==> src/rtl/fir_xifu_ctrl.sv <==
// fir_xifu_ctrl -- in-order issue/commit/dispatch/retire controller for the
// XIFU coprocessor. A circular table of DEPTH entries tracks every accepted
// instruction until it is written back or discarded.
//
// Ports
//   clk_i, rst_i          clock, asynchronous active-high reset
//   issue_*               ID-stage offer (valid/ready), id, sources, destination
//   commit_*              commit or kill of an issued instruction by id
//   disp_valid_o/ready_i  committed instruction handed to EX, disp_id_o = its id
//   wb_valid_i            EX/WB completed the oldest dispatched instruction
//   busy_o                table not empty
//   err_o                 sticky protocol error (bad commit id or stray wb)
module fir_xifu_ctrl #(
  parameter  int DEPTH    = 4,
  parameter  int ID_WIDTH = 4,
  parameter  int NREG     = 4,
  localparam int RW       = (NREG > 1) ? $clog2(NREG) : 1
) (
  input  logic                clk_i,
  input  logic                rst_i,
  input  logic                issue_valid_i,
  output logic                issue_ready_o,
  input  logic [ID_WIDTH-1:0] issue_id_i,
  input  logic [2*RW-1:0]     issue_rs_i,
  input  logic [1:0]          issue_rs_use_i,
  input  logic [RW-1:0]       issue_rd_i,
  input  logic                issue_rd_we_i,
  input  logic                commit_valid_i,
  input  logic                commit_kill_i,
  input  logic [ID_WIDTH-1:0] commit_id_i,
  output logic                disp_valid_o,
  input  logic                disp_ready_i,
  output logic [ID_WIDTH-1:0] disp_id_o,
  input  logic                wb_valid_i,
  output logic                busy_o,
  output logic                err_o
);
  localparam int PW = $clog2(DEPTH);
  localparam int CW = $clog2(DEPTH + 1);

  typedef enum logic [2:0] {
    ST_FREE, ST_ISSUED, ST_COMMITTED, ST_DISPATCHED, ST_KILLED
  } ent_state_e;

  ent_state_e          state_q [DEPTH];
  ent_state_e          state_d [DEPTH];
  logic [ID_WIDTH-1:0] id_q    [DEPTH];
  logic [ID_WIDTH-1:0] id_d    [DEPTH];
  logic [RW-1:0]       rd_q    [DEPTH];
  logic [RW-1:0]       rd_d    [DEPTH];
  logic [DEPTH-1:0]    we_q, we_d;
  logic [PW-1:0]       head_q, head_d, dsp_q, dsp_d, tail_q, tail_d;
  // count_q: occupied entries; dcnt_q: entries in [dsp, tail) not yet passed
  // by the dispatch pointer. Tracking dcnt avoids the dsp==tail ambiguity
  // when the table is full.
  logic [CW-1:0]       count_q, count_d, dcnt_q, dcnt_d;
  logic [NREG-1:0]     pend_q, pend_d;
  logic                err_q, err_d;
  // A kill releases the destination register one edge after the kill lands.
  logic                kclr_q, kclr_d;
  logic [RW-1:0]       krd_q, krd_d;

  logic                hazard, issue_fire, disp_fire, dsp_adv, ret_fire;
  logic                cm_hit;
  logic [PW-1:0]       cm_idx, scan_idx;
  logic [CW-1:0]       behind;

  assign hazard = (issue_rs_use_i[0] & pend_q[issue_rs_i[RW-1:0]])
                | (issue_rs_use_i[1] & pend_q[issue_rs_i[2*RW-1:RW]])
                | (issue_rd_we_i     & pend_q[issue_rd_i]);
  assign issue_ready_o = (count_q < CW'(DEPTH)) & ~hazard;
  assign issue_fire    = issue_valid_i & issue_ready_o;
  assign disp_valid_o  = (dcnt_q != '0) && (state_q[dsp_q] == ST_COMMITTED);
  assign disp_id_o     = id_q[dsp_q];
  assign disp_fire     = disp_valid_o & disp_ready_i;
  assign busy_o        = (count_q != '0);
  assign err_o         = err_q;
  assign behind        = count_q - dcnt_q;  // dispatched/skipped, not retired

  // Oldest-first search for the ISSUED entry named by the commit.
  always_comb begin
    cm_hit   = 1'b0;
    cm_idx   = '0;
    scan_idx = '0;
    for (int k = 0; k < DEPTH; k++) begin
      scan_idx = head_q + PW'(k);
      if (!cm_hit && state_q[scan_idx] == ST_ISSUED && id_q[scan_idx] == commit_id_i) begin
        cm_hit = 1'b1;
        cm_idx = scan_idx;
      end
    end
  end

  always_comb begin
    state_d  = state_q;
    id_d     = id_q;
    rd_d     = rd_q;
    we_d     = we_q;
    head_d   = head_q;
    dsp_d    = dsp_q;
    tail_d   = tail_q;
    pend_d   = pend_q;
    err_d    = err_q;
    kclr_d   = 1'b0;
    krd_d    = krd_q;
    dsp_adv  = 1'b0;
    ret_fire = 1'b0;

    if (kclr_q) pend_d[krd_q] = 1'b0;

    if (commit_valid_i) begin
      if (cm_hit) begin
        state_d[cm_idx] = commit_kill_i ? ST_KILLED : ST_COMMITTED;
        if (commit_kill_i && we_q[cm_idx]) begin
          kclr_d = 1'b1;
          krd_d  = rd_q[cm_idx];
        end
      end else begin
        err_d = 1'b1;
      end
    end

    // Dispatch pointer: hand out a committed entry or step over a killed one.
    if (disp_fire) begin
      state_d[dsp_q] = ST_DISPATCHED;
      dsp_adv        = 1'b1;
    end else if (dcnt_q != '0 && state_q[dsp_q] == ST_KILLED) begin
      dsp_adv = 1'b1;
    end

    // Retire pointer: a writeback owns the cycle; otherwise drain a killed
    // entry the dispatch pointer has already passed.
    if (wb_valid_i) begin
      if (behind != '0 && state_q[head_q] == ST_DISPATCHED) begin
        state_d[head_q] = ST_FREE;
        if (we_q[head_q]) pend_d[rd_q[head_q]] = 1'b0;
        ret_fire = 1'b1;
      end else begin
        err_d = 1'b1;
      end
    end else if (behind != '0 && state_q[head_q] == ST_KILLED) begin
      state_d[head_q] = ST_FREE;
      ret_fire        = 1'b1;
    end

    // Allocation last so a same-edge set of a pending bit wins over a clear.
    if (issue_fire) begin
      state_d[tail_q] = ST_ISSUED;
      id_d[tail_q]    = issue_id_i;
      rd_d[tail_q]    = issue_rd_i;
      we_d[tail_q]    = issue_rd_we_i;
      if (issue_rd_we_i) pend_d[issue_rd_i] = 1'b1;
      tail_d = tail_q + PW'(1);
    end

    if (dsp_adv)  dsp_d  = dsp_q + PW'(1);
    if (ret_fire) head_d = head_q + PW'(1);
    count_d = count_q + CW'(issue_fire) - CW'(ret_fire);
    dcnt_d  = dcnt_q + CW'(issue_fire) - CW'(dsp_adv);
  end

  always_ff @(posedge clk_i or posedge rst_i) begin
    if (rst_i) begin
      for (int i = 0; i < DEPTH; i++) begin
        state_q[i] <= ST_FREE;
        id_q[i]    <= '0;
        rd_q[i]    <= '0;
      end
      we_q    <= '0;
      head_q  <= '0;
      dsp_q   <= '0;
      tail_q  <= '0;
      count_q <= '0;
      dcnt_q  <= '0;
      pend_q  <= '0;
      err_q   <= 1'b0;
      kclr_q  <= 1'b0;
      krd_q   <= '0;
    end else begin
      state_q <= state_d;
      id_q    <= id_d;
      rd_q    <= rd_d;
      we_q    <= we_d;
      head_q  <= head_d;
      dsp_q   <= dsp_d;
      tail_q  <= tail_d;
      count_q <= count_d;
      dcnt_q  <= dcnt_d;
      pend_q  <= pend_d;
      err_q   <= err_d;
      kclr_q  <= kclr_d;
      krd_q   <= krd_d;
    end
  end
endmodule

==> config.mk <==
export PLATFORM = sky130hd
export DESIGN_NAME = fir_xifu_ctrl
export DESIGN_NICKNAME = d
export VERILOG_FILES = /design/src/rtl/fir_xifu_ctrl.sv
export SDC_FILE = /design/constraint.sdc
export NUM_CORES = 1
export LEC_CHECK = 0
export CAP_MARGIN = 20
export CORE_MARGIN = 1.5
export CORE_UTILIZATION = 45
export DETAILED_ROUTE_END_ITERATION = 8
export HOLD_SLACK_MARGIN = 0.03
export SLEW_MARGIN = 40
export SYNTH_ARGS = -nofsm -noshare
export SYNTH_HDL_FRONTEND = slang
export SYNTH_SLANG_ARGS = --single-unit
export TNS_END_PERCENT = 100
==> constraint.sdc <==
create_clock -name clk_i -period 4.2 [get_ports clk_i]
set_input_delay 0.63 -clock clk_i [delete_from_list [all_inputs] [get_ports clk_i]]
set_output_delay 0.63 -clock clk_i [all_outputs]
set_load 0.05 [all_outputs]
==> results of run 1 <==
layer usage:
metal | up-vias | wire length, µm
met5 | - | 0
met4 | 0 | 147
met3 | 11 | 413
met2 | 58 | 5038
met1 | 1634 | 4785
li1 | 1523 | -
where the power goes:
| group | internal, mW | switching, mW | total, mW |
|---|---|---|---|
| sequential | 0.849 | 0.349 | 1.20 |
| clock | 0.254 | 0.220 | 0.474 |
| combinational | 1.31 | 1.34 | 2.65 |
| total | 2.41 | 1.91 | 4.32 |
state kept, by name, summed over array words and instances (netlist names):
| name | count |
|---|---|
| dcnt_q | 3 |
| tail_q | 2 |
| err_o | 1 |
| count_q | 3 |
| id_q | 16 |
| state_q | 12 |
| we_q | 4 |
| pend_q | 4 |
| rd_q | 8 |
| krd_q | 2 |
| head_q | 2 |
| kclr_q | 1 |
| dsp_q | 2 |
area by class of cell:
| class | count | area (µm²) |
|---|---|---|
| clock inverter | 2 | 10.01 |
| tap | 129 | 161.4 |
| multi-input combinational | 289 | 2715 |
| clock buffer | 12 | 165.2 |
| sequential | 60 | 1503 |
| fill | 844 | 4309 |
| timing repair buffer | 40 | 377.9 |
| inverter | 23 | 86.33 |
through the flow:
| stage | utilization | hold slack [ns] |
|---|---|---|
| floorplan | - | 0.4716 |
| global placement | 0.5192 | 0.4855 |
| detailed placement | 0.5192 | 0.4846 |
| CTS | 0.5380 | 0.5018 |
| global route | 0.5380 | 0.5353 |
| finish | 0.5380 | 0.4939 |
worst max-delay path: stages, from the launching register on:
cell and delay [ns]:
dfrtp_2 0.37, buf_4 0.46, mux4_2 0.59, xnor2_1 0.19
nand3_1 0.18, nor4b_4 0.32, mux2_2 0.39, nor4_1 0.61
nand3_1 0.31, nor2_1 0.19, o2111a_1 0.19
placed cells by master (no fill, tap or decap), drive strengths merged, types with 10 or more instances in the layout:
cell           count
ha                18
clkdlybuf4s50     31
mux4              28
nand2             34
mux2i             19
mux2              27
nor2              12
clkbuf            12
dfrtp             60
o21ai             15
xnor2             22
nand3             14
a21oi             12
inv               23
xor2              10
worst paths after layout:
kind / start / endpoint / depth (start not counted)
max: head_q[0] / state_q[11] / 10
min: err_o / err_o / 1
max reg2reg: head_q[0] / state_q[11] / 10
min reg2reg: err_o / err_o / 1
max in group asynchronous: rst_i / count_q[0] / 3
min in group asynchronous: rst_i / id_q[3] / 2
cell families after synthesis:
kind of cell             after synthesis
AO/OA/AOI/OAI                         66
XOR/XNOR                              32
adder cells (fa/ha/maj)               20
buffers and inverters                 41
flip-flops                            60
multiplexers                          74
AND/OR/NAND/NOR                       97
==> impl_metrics.py, run 1 <==
metrics = {
    "logic_synthesis": {
        "synth_mux_area_frac": 0.2583,
        "synth_ff_type": "dfrtp_1",
        "synth_top_family_by_area": "multiplexers",
        "synth_compound_area_frac": 0.1159,
        "synth.cells.most_frequent": "60 x dfrtp_1, 34 x nand2_1, 26 x mux2_2, 26 x mux4_2, 23 x inv_1",
        "synth_fa_ha_area_frac": 0.06052,
        "ys_types": 67,
        "synthTopCellsByArea": "dfrtp_1 34%, mux4_2 13%, mux2_2 6.7%",
        "synth_xor_xnor_area_share": 0.06395,
        "ys.warnings.count": 0,
        "synth_nets": 434,
        "yosys.area.top_type_share": 0.3426,
        "synth_seq_cells": 60,
        "synth-async-reset-ratio": 1.000,
        "syn_avg_cell_area_um2": 11.24,
        "synth-simple-area-share": 0.1196,
        "synth_edf_count": 0,
        "syn-instance-count": 390,
        "netlist_area_um2": 4383,
        "yosysMostFrequentCell": "dfrtp_1",
        "yosysSeqAreaShare": 0.3426,
        "synth.largest_area_cell": "dfrtp_1",
    },
    "global_routing": {
        "gr-usage-met2": 0.3533,
        "grt-ovfl-total": 0,
        "top_usage_layer": "met2",
        "grt_pass1_wl_um": 17310,
        "met3_usage": 0.04072,
        "grt_antenna_before_repair": 0,
        "grt_pass1_vias": 3210,
        "grt.total_usage": 0.2208,
        "grt_util_met1": 0.3056,
        "grt_start_max_net_pins": 40,
    },
    "finish": {
        "syn_to_final_growth_pct": 14.50,
        "design_area_um2": 5019,
        "instances_no_fill": 555,
        "fin_nets": 467,
        "drive_above_1_share": 0.2089,
        "antennaDiodeCount": 0,
    },
    "timing": {
        "clock_skew_ns": 0.008932,
        "setup_tns_ns": 0,
        "rsz0062_at_grt": "false",
        "setup_viol_count_final": 0,
        "worstMarginPinSlew_ns": 0.8106,
        "slew_headroom": 0.4525,
        "final.setup.worst_slack_ns": 0.3381,
        "hold_viol_final": 0,
        "post-route-period-util": 0.9195,
        "slew_viol_final": 0,
        "max_freq_ghz": 0.2589,
        "period_needed_ns": 3.862,
    },
    "routing": {
        "wl_um": 10380,
        "vias_per_cell": 5.813,
        "dr.pass1.iters": 4,
        "drcViolationCount": 0,
        "routed-via-count": 3226,
        "ant_nets": 0,
        "drt_iter0_drc": 164,
        "wire_per_inst_um": 18.71,
    },
    "floorplan": {
        "rows": 35,
        "core_um2": 9328,
        "die_area_um2": 10340,
        "die_height_um": 101.7,
        "start_util": 0.4699,
        "dieWidth_um": 101.7,
        "ios": 32,
    },
    "clocking": {
        "postCtsSetupBuffers": 0,
        "cts.htree.levels": 3,
        "clk_pin_slew_ns": 0.07,
        "cts_buffers": 9,
        "clockRootBuffer": "clkbuf_8",
        "cts.sinks": 60,
        "worstSkewPairLatency_ns": 0.34,
        "clockBufferDepth": 2,
        "post_cts_resized": 0,
        "cts_tree": "yes",
        "cts_hold_buf": 0,
    },
    "placement": {
        "dp.cells": 541,
        "dp_slack_ns": 0.3041,
        "dp_hpwl_um": 7725,
        "gp_congestion": 0.8923,
        "placed_cell_area_um2": 4843,
        "io_buffer_count": 31,
    },
    "power": {
        "design_power_total_mw": 4.319,
        "worst_ir_drop_vdd_mv": 0.3103,
        "powerDensity_nw_per_um2": 860.5,
        "p_leak_nw": 2.067,
    },
    "worst_setup_path": {
        "critPathKind": "flip-flop to flip-flop",
        "arrival_ns": 4.14,
        "end_kind": "flip-flop",
        "critical_path.max_fanout": 39,
        "regToRegSetupSlack_ns": 0.34,
        "required_ns": 4.48,
        "start_kind": "flip-flop",
    },
    "outcome": {
        "status": "finished, final reports clean",
    },
    "run": {
        "maxCapViolations": 0,
    },
    "min_path": {
        "hp-class": "flip-flop to flip-flop",
    },
}
Note: power is estimated with default switching activity, not from simulation.
==> run 2, diff against run 1 <==
--- a/config.mk
+++ b/config.mk
@@ -6,6 +6,7 @@
 export NUM_CORES = 1
 export LEC_CHECK = 0
 export CAP_MARGIN = 20
+export CORE_ASPECT_RATIO = 1.4
 export CORE_MARGIN = 1.5
 export CORE_UTILIZATION = 45
 export DETAILED_ROUTE_END_ITERATION = 8
==> impl_metrics.py, run 2 (synthesized netlist as in run 1, its figures left out) <==
metrics = {
    "worst_setup_path": {
        "required_ns": 4.41,
        "crit_path_end": "krd_q[0]",
        "cpMaxStageDelayCell": "o41ai_1",
        "crit_start": "head_q[0]",
        "timing.rr.start": "head_q[0]",
        "critPathKind": "flip-flop to flip-flop",
        "start_kind": "flip-flop",
        "critPathMaxStageDelay_ns": 0.85,
        "cp_num_cells": 10,
        "end_kind": "flip-flop",
        "r2r-end": "krd_q[0]",
        "critical-path-top-delay-family": "compound AO/OA/AOI/OAI gates",
        "critPathBufInv": 1,
        "arrival_ns": 4.05,
        "critical_path.max_fanout": 11,
        "ff2ff_path_depth": 10,
        "cp_cell_sequence": "inv_1 -> ha_1 -> mux4_2 -> xnor2_1 -> nand3_1 -> a21oi_2 -> o41ai_1 -> nor2_1 -> a32o_1 -> mux2_1",
        "regToRegSetupSlack_ns": 0.36,
    },
    "floorplan": {
        "die_area_um2": 10350,
        "core_um2": 9459,
        "die_height_um": 119.8,
        "start_util": 0.4634,
        "ios": 32,
        "dieWidth_um": 86.41,
        "rows": 42,
    },
    "power": {
        "p_clk_frac": 0.146,
        "p_leak_nw": 2.104,
        "powerDensity_nw_per_um2": 886.9,
        "p_int_mw": 2.566,
        "worst_ir_drop_vdd_mv": 0.2930,
        "switching_share": 0.4315,
        "power.share.combinational": 0.588,
        "seq_power_share": 0.265,
        "p_switching_mw": 1.947,
    },
    "clocking": {
        "clockRootBuffer": "clkbuf_16",
        "clockBufferDepth": 2,
        "cts.htree.levels": 3,
        "cts.sinks": 60,
        "worstSkewPairLatency_ns": 0.33,
        "clk_pin_slew_ns": 0.05,
        "cts_tree": "yes",
        "cts_buffers": 9,
    },
    "global_routing": {
        "grt_start_max_net_pins": 37,
        "grt_pass1_vias": 3281,
        "grt_pass1_wl_um": 17380,
        "grt-ovfl-total": 0,
        "grt.total_usage": 0.2225,
        "grt_antenna_before_repair": 0,
    },
    "finish": {
        "multiInputGateArea_um2": 2721,
        "largest_register_ffs": 16,
        "syn_to_final_growth_pct": 16.10,
        "seqCellArea_um2": 1503,
        "antennaDiodeCount": 0,
        "layout_common_cells": "59 x dfrtp_1, 34 x nand2_1, 31 x clkdlybuf4s50_1",
        "layout_commonest_cell": "dfrtp_1",
        "reg_top3": "id_q (16), state_q (12), rd_q (8)",
        "n_fill_cell": 843,
        "instances_no_fill": 537,
        "drive_above_1_share": 0.2108,
        "max_flop_register": "id_q",
        "fin_nets": 466,
    },
    "timing": {
        "rsz0062_at_grt": "false",
        "setup_viol_count_final": 0,
        "slew_viol_final": 0,
        "max_freq_ghz": 0.2602,
        "hold_viol_final": 0,
        "setup_tns_ns": 0,
        "post-route-period-util": 0.9150,
        "clock_skew_ns": 0.006251,
        "period_needed_ns": 3.843,
        "worstMarginPinSlew_ns": 0.8995,
        "slew_headroom": 0.3925,
    },
    "routing": {
        "wire_per_inst_um": 19.36,
        "drcViolationCount": 0,
        "dr.pass1.iters": 4,
        "ant_nets": 0,
        "routed-via-count": 3225,
        "drt_iter0_drc": 173,
        "wl_um": 10400,
        "vias_per_cell": 6.006,
    },
    "placement": {
        "dp_hpwl_um": 7649,
        "io_buffer_count": 31,
        "gp_congestion": 0.8468,
        "dp.cells": 521,
    },
    "outcome": {
        "status": "finished, final reports clean",
    },
    "min_path": {
        "hp-class": "flip-flop to flip-flop",
    },
    "run": {
        "maxCapViolations": 0,
    },
}
run 2: worst min path at each step:
stage | startpoint | end | slack (ns) | cells past startpoint
global placement | err_o | err_o | 0.48 | 1
floorplan | krd_q[0] | krd_q[0] | 0.47 | 1
CTS | err_o | err_o | 0.49 | 1
finish | err_o | err_o | 0.49 | 1
global route | err_o | err_o | 0.51 | 1
detailed placement | err_o | err_o | 0.47 | 1
run 2: power by group through the flow:
stage	combinational (mW)	sequential (mW)	clock [mW]
3_5_place_dp	2.64	1.20	0
5_1_grt	2.91	1.25	0.702
6_report	2.65	1.20	0.661
3_3_place_gp	2.60	1.19	0
2_1_floorplan	2.16	1.06	0
4_1_cts	2.66	1.20	0.679
run 2: layout make-up:
cell class / instances / area share
Multi-Input combinational cell: 289 / 0.5348
Tap cell: 110 / 0.02705
Sequential cell: 60 / 0.2953
Timing Repair Buffer: 39 / 0.07278
Clock buffer: 11 / 0.04770
Clock inverter: 5 / 0.005409
Inverter: 23 / 0.01697
run 2: what timing repair did:
item                                    4_1_cts  5_1_grt
setup buffers                                 0        0
resized for setup                             0        1
endpoints found under the setup margin        0        1
hold buffers                                  0        0
run 2: through the flow:
| step | total power, mW | area (µm²) | worst slack (ns) | util | hold WS [ns] |
|---|---|---|---|---|---|
| after floorplan | 3.219 | 4388 | 0.1908 | - | 0.4716 |
| after CTS | 4.541 | 5082 | 0.3143 | 0.5373 | 0.4939 |
| final | 4.513 | 5089 | 0.3570 | 0.5380 | 0.4937 |
| after detailed placement | 3.848 | 4812 | 0.2618 | 0.5087 | 0.4727 |
| after global placement | 3.789 | 4812 | 0.3211 | 0.5087 | 0.4775 |
| after global routing | 4.860 | 5089 | 0.06865 | 0.5380 | 0.5146 |
run 2: routing by layer:
metal	wire, µm	GRT usage	share of wire	vias up
met5	0	0	0	-
met4	342	0.09778	0.033	0
met3	383	0.03645	0.037	22
met2	5198	0.3628	0.50	66
met1	4475	0.2896	0.43	1613
li1	-	-	-	1524
==> run 3, diff against run 2 <==
--- a/config.mk
+++ b/config.mk
@@ -9,6 +9,7 @@
 export CORE_ASPECT_RATIO = 1.4
 export CORE_MARGIN = 1.5
 export CORE_UTILIZATION = 45
+export CTS_BUF_LIST = sky130_fd_sc_hd__clkbuf_16
 export DETAILED_ROUTE_END_ITERATION = 8
 export HOLD_SLACK_MARGIN = 0.03
 export SLEW_MARGIN = 40
==> impl_metrics.py, run 3 (synthesized netlist as in run 1, its figures left out) <==
metrics = {
    "floorplan": {
        "rows": 42,
        "dieWidth_um": 86.41,
        "ios": 32,
        "die_area_um2": 10350,
        "core_um2": 9459,
        "start_util": 0.4634,
        "die_height_um": 119.8,
    },
    "worst_setup_path": {
        "end_kind": "flip-flop",
        "timing.rr.start": "head_q[0]",
        "required_ns": 4.41,
        "regToRegSetupSlack_ns": 0.35,
        "critPathKind": "flip-flop to flip-flop",
        "arrival_ns": 4.05,
        "r2r-end": "krd_q[0]",
        "critical_path.max_fanout": 11,
        "start_kind": "flip-flop",
        "ff2ff_path_depth": 10,
    },
    "routing": {
        "routed-via-count": 3221,
        "wl_met3_um": 429,
        "dr.pass1.iters": 4,
        "wire_per_inst_um": 19.33,
        "vias_per_cell": 5.998,
        "ant_nets": 0,
        "drt_iter0_drc": 154,
        "maxUsedRoutingLayer": "met4",
        "wl_um": 10380,
        "drcViolationCount": 0,
        "wl_met2_um": 5212,
        "met1_length_um": 4392,
    },
    "min_path": {
        "hold_path.startpoint": "err_o",
        "hold_path_depth": 1,
        "worstHoldEndpoint": "err_o",
        "hp-class": "flip-flop to flip-flop",
    },
    "placement": {
        "gp_congestion": 0.8468,
        "dp_hpwl_um": 7649,
        "dp_slack_ns": 0.2618,
        "io_buffer_count": 31,
    },
    "global_routing": {
        "grt.total_usage": 0.2223,
        "grt_antenna_before_repair": 0,
        "grt-ovfl-total": 0,
        "grt_pass1_vias": 3277,
        "grt_start_max_net_pins": 37,
        "grt_pass1_wl_um": 17370,
    },
    "finish": {
        "n_fill_cell": 845,
        "utilization": 0.5369,
        "layout_commonest_cell": "dfrtp_1",
        "antennaDiodeCount": 0,
        "layout_common_cells": "59 x dfrtp_1, 34 x nand2_1, 31 x clkdlybuf4s50_1",
        "largest_register_ffs": 16,
        "fin_nets": 466,
        "drive_above_1_share": 0.2084,
        "reg_top3": "id_q (16), state_q (12), rd_q (8)",
        "max_flop_register": "id_q",
        "syn_to_final_growth_pct": 15.87,
    },
    "timing": {
        "post-route-period-util": 0.9156,
        "worstMarginPinSlew_ns": 0.8966,
        "clock_skew_ns": 0.006781,
        "max_freq_ghz": 0.2600,
        "setup_viol_count_final": 0,
        "setup_tns_ns": 0,
        "slew_headroom": 0.3944,
        "slew_viol_final": 0,
        "hold_viol_final": 0,
        "rsz0062_at_grt": "false",
        "period_needed_ns": 3.846,
        "final.setup.worst_slack_ns": 0.3545,
    },
    "clocking": {
        "clockBufferDepth": 2,
        "clockRootBuffer": "clkbuf_16",
        "worstSkewPairLatency_ns": 0.33,
        "cts_tree": "yes",
        "cts.htree.levels": 3,
        "cts_buffers": 9,
        "clk_pin_slew_ns": 0.05,
        "cts.sinks": 60,
    },
    "outcome": {
        "status": "finished, final reports clean",
    },
    "power": {
        "p_leak_nw": 2.103,
        "worst_ir_drop_vdd_mv": 0.2937,
        "powerDensity_nw_per_um2": 883.2,
    },
    "run": {
        "maxCapViolations": 0,
    },
}
-- run 3: cell types whose count changed in the layout (fill, tap and decap cells not counted), sizes merged --
cell,previous run,this run
inv,23,24
clkinv,4,5
clkbuf,11,9
-- run 3: critical path, stage by stage, from the launching register on --
cell	delay, ns
dfrtp_2	0.40
inv_1	0.24
ha_1	0.53
mux4_2	0.58
xnor2_1	0.16
nand3_1	0.12
a21oi_2	0.09
o41ai_1	0.85
nor2_1	0.13
a32o_1	0.32
mux2_1	0.32
-- run 3: cell type report --
| type | count | area [µm²] | share of cell area |
|---|---|---|---|
| sequential | 60 | 1503 | 0.2959 |
| multi-input combinational | 289 | 2721 | 0.5358 |
| timing repair buffer | 39 | 370.4 | 0.07292 |
| tap | 110 | 137.6 | 0.02710 |
| clock buffer | 9 | 225.2 | 0.04435 |
| inverter | 23 | 86.33 | 0.01700 |
| clock inverter | 7 | 35.03 | 0.006898 |
-- run 3: metal layers --
layer | track usage | vias to the layer above
li1 | - | 1523
met1 | 0.2891 | 1613
met2 | 0.3628 | 63
met3 | 0.03645 | 22
met4 | 0.09778 | 0
met5 | 0 | -
-- run 3: worst max-delay path by stage --
stage	slack [ns]	from	end	depth (start not counted)
after CTS	0.31	head_q[0]	krd_q[0]	10
final	0.35	head_q[0]	krd_q[0]	10
after detailed placement	0.26	commit_id_i[2]	krd_q[0]	10
after global routing	0.07	head_q[0]	krd_q[0]	11
after floorplan	0.19	issue_rs_i[2]	count_q[2]	13
after global placement	0.32	commit_id_i[2]	state_q[9]	10
-- run 3: what timing repair did --
action	in CTS	in global routing
setup endpoints to repair	0	1
resized for setup	0	1
hold buffers	0	0
setup buffers	0	0
-- run 3: report_power, final --
part	total [mW]	switching [mW]	internal, mW
logic	2.65	1.35	1.31
registers	1.20	0.346	0.850
clock network	0.639	0.250	0.389
total	4.49	1.94	2.54
-- run 3: per-stage QoR --
step | power [mW] | hold slack, ns | cell area (µm²) | instances
after floorplan | 3.219 | 0.4716 | 4388 | 390
after global placement | 3.789 | 0.4775 | 4812 | 521
after detailed placement | 3.848 | 0.4727 | 4812 | 521
after CTS | 4.519 | 0.4939 | 5072 | 537
after global routing | 4.839 | 0.5146 | 5079 | 537
final | 4.485 | 0.4957 | 5079 | 537
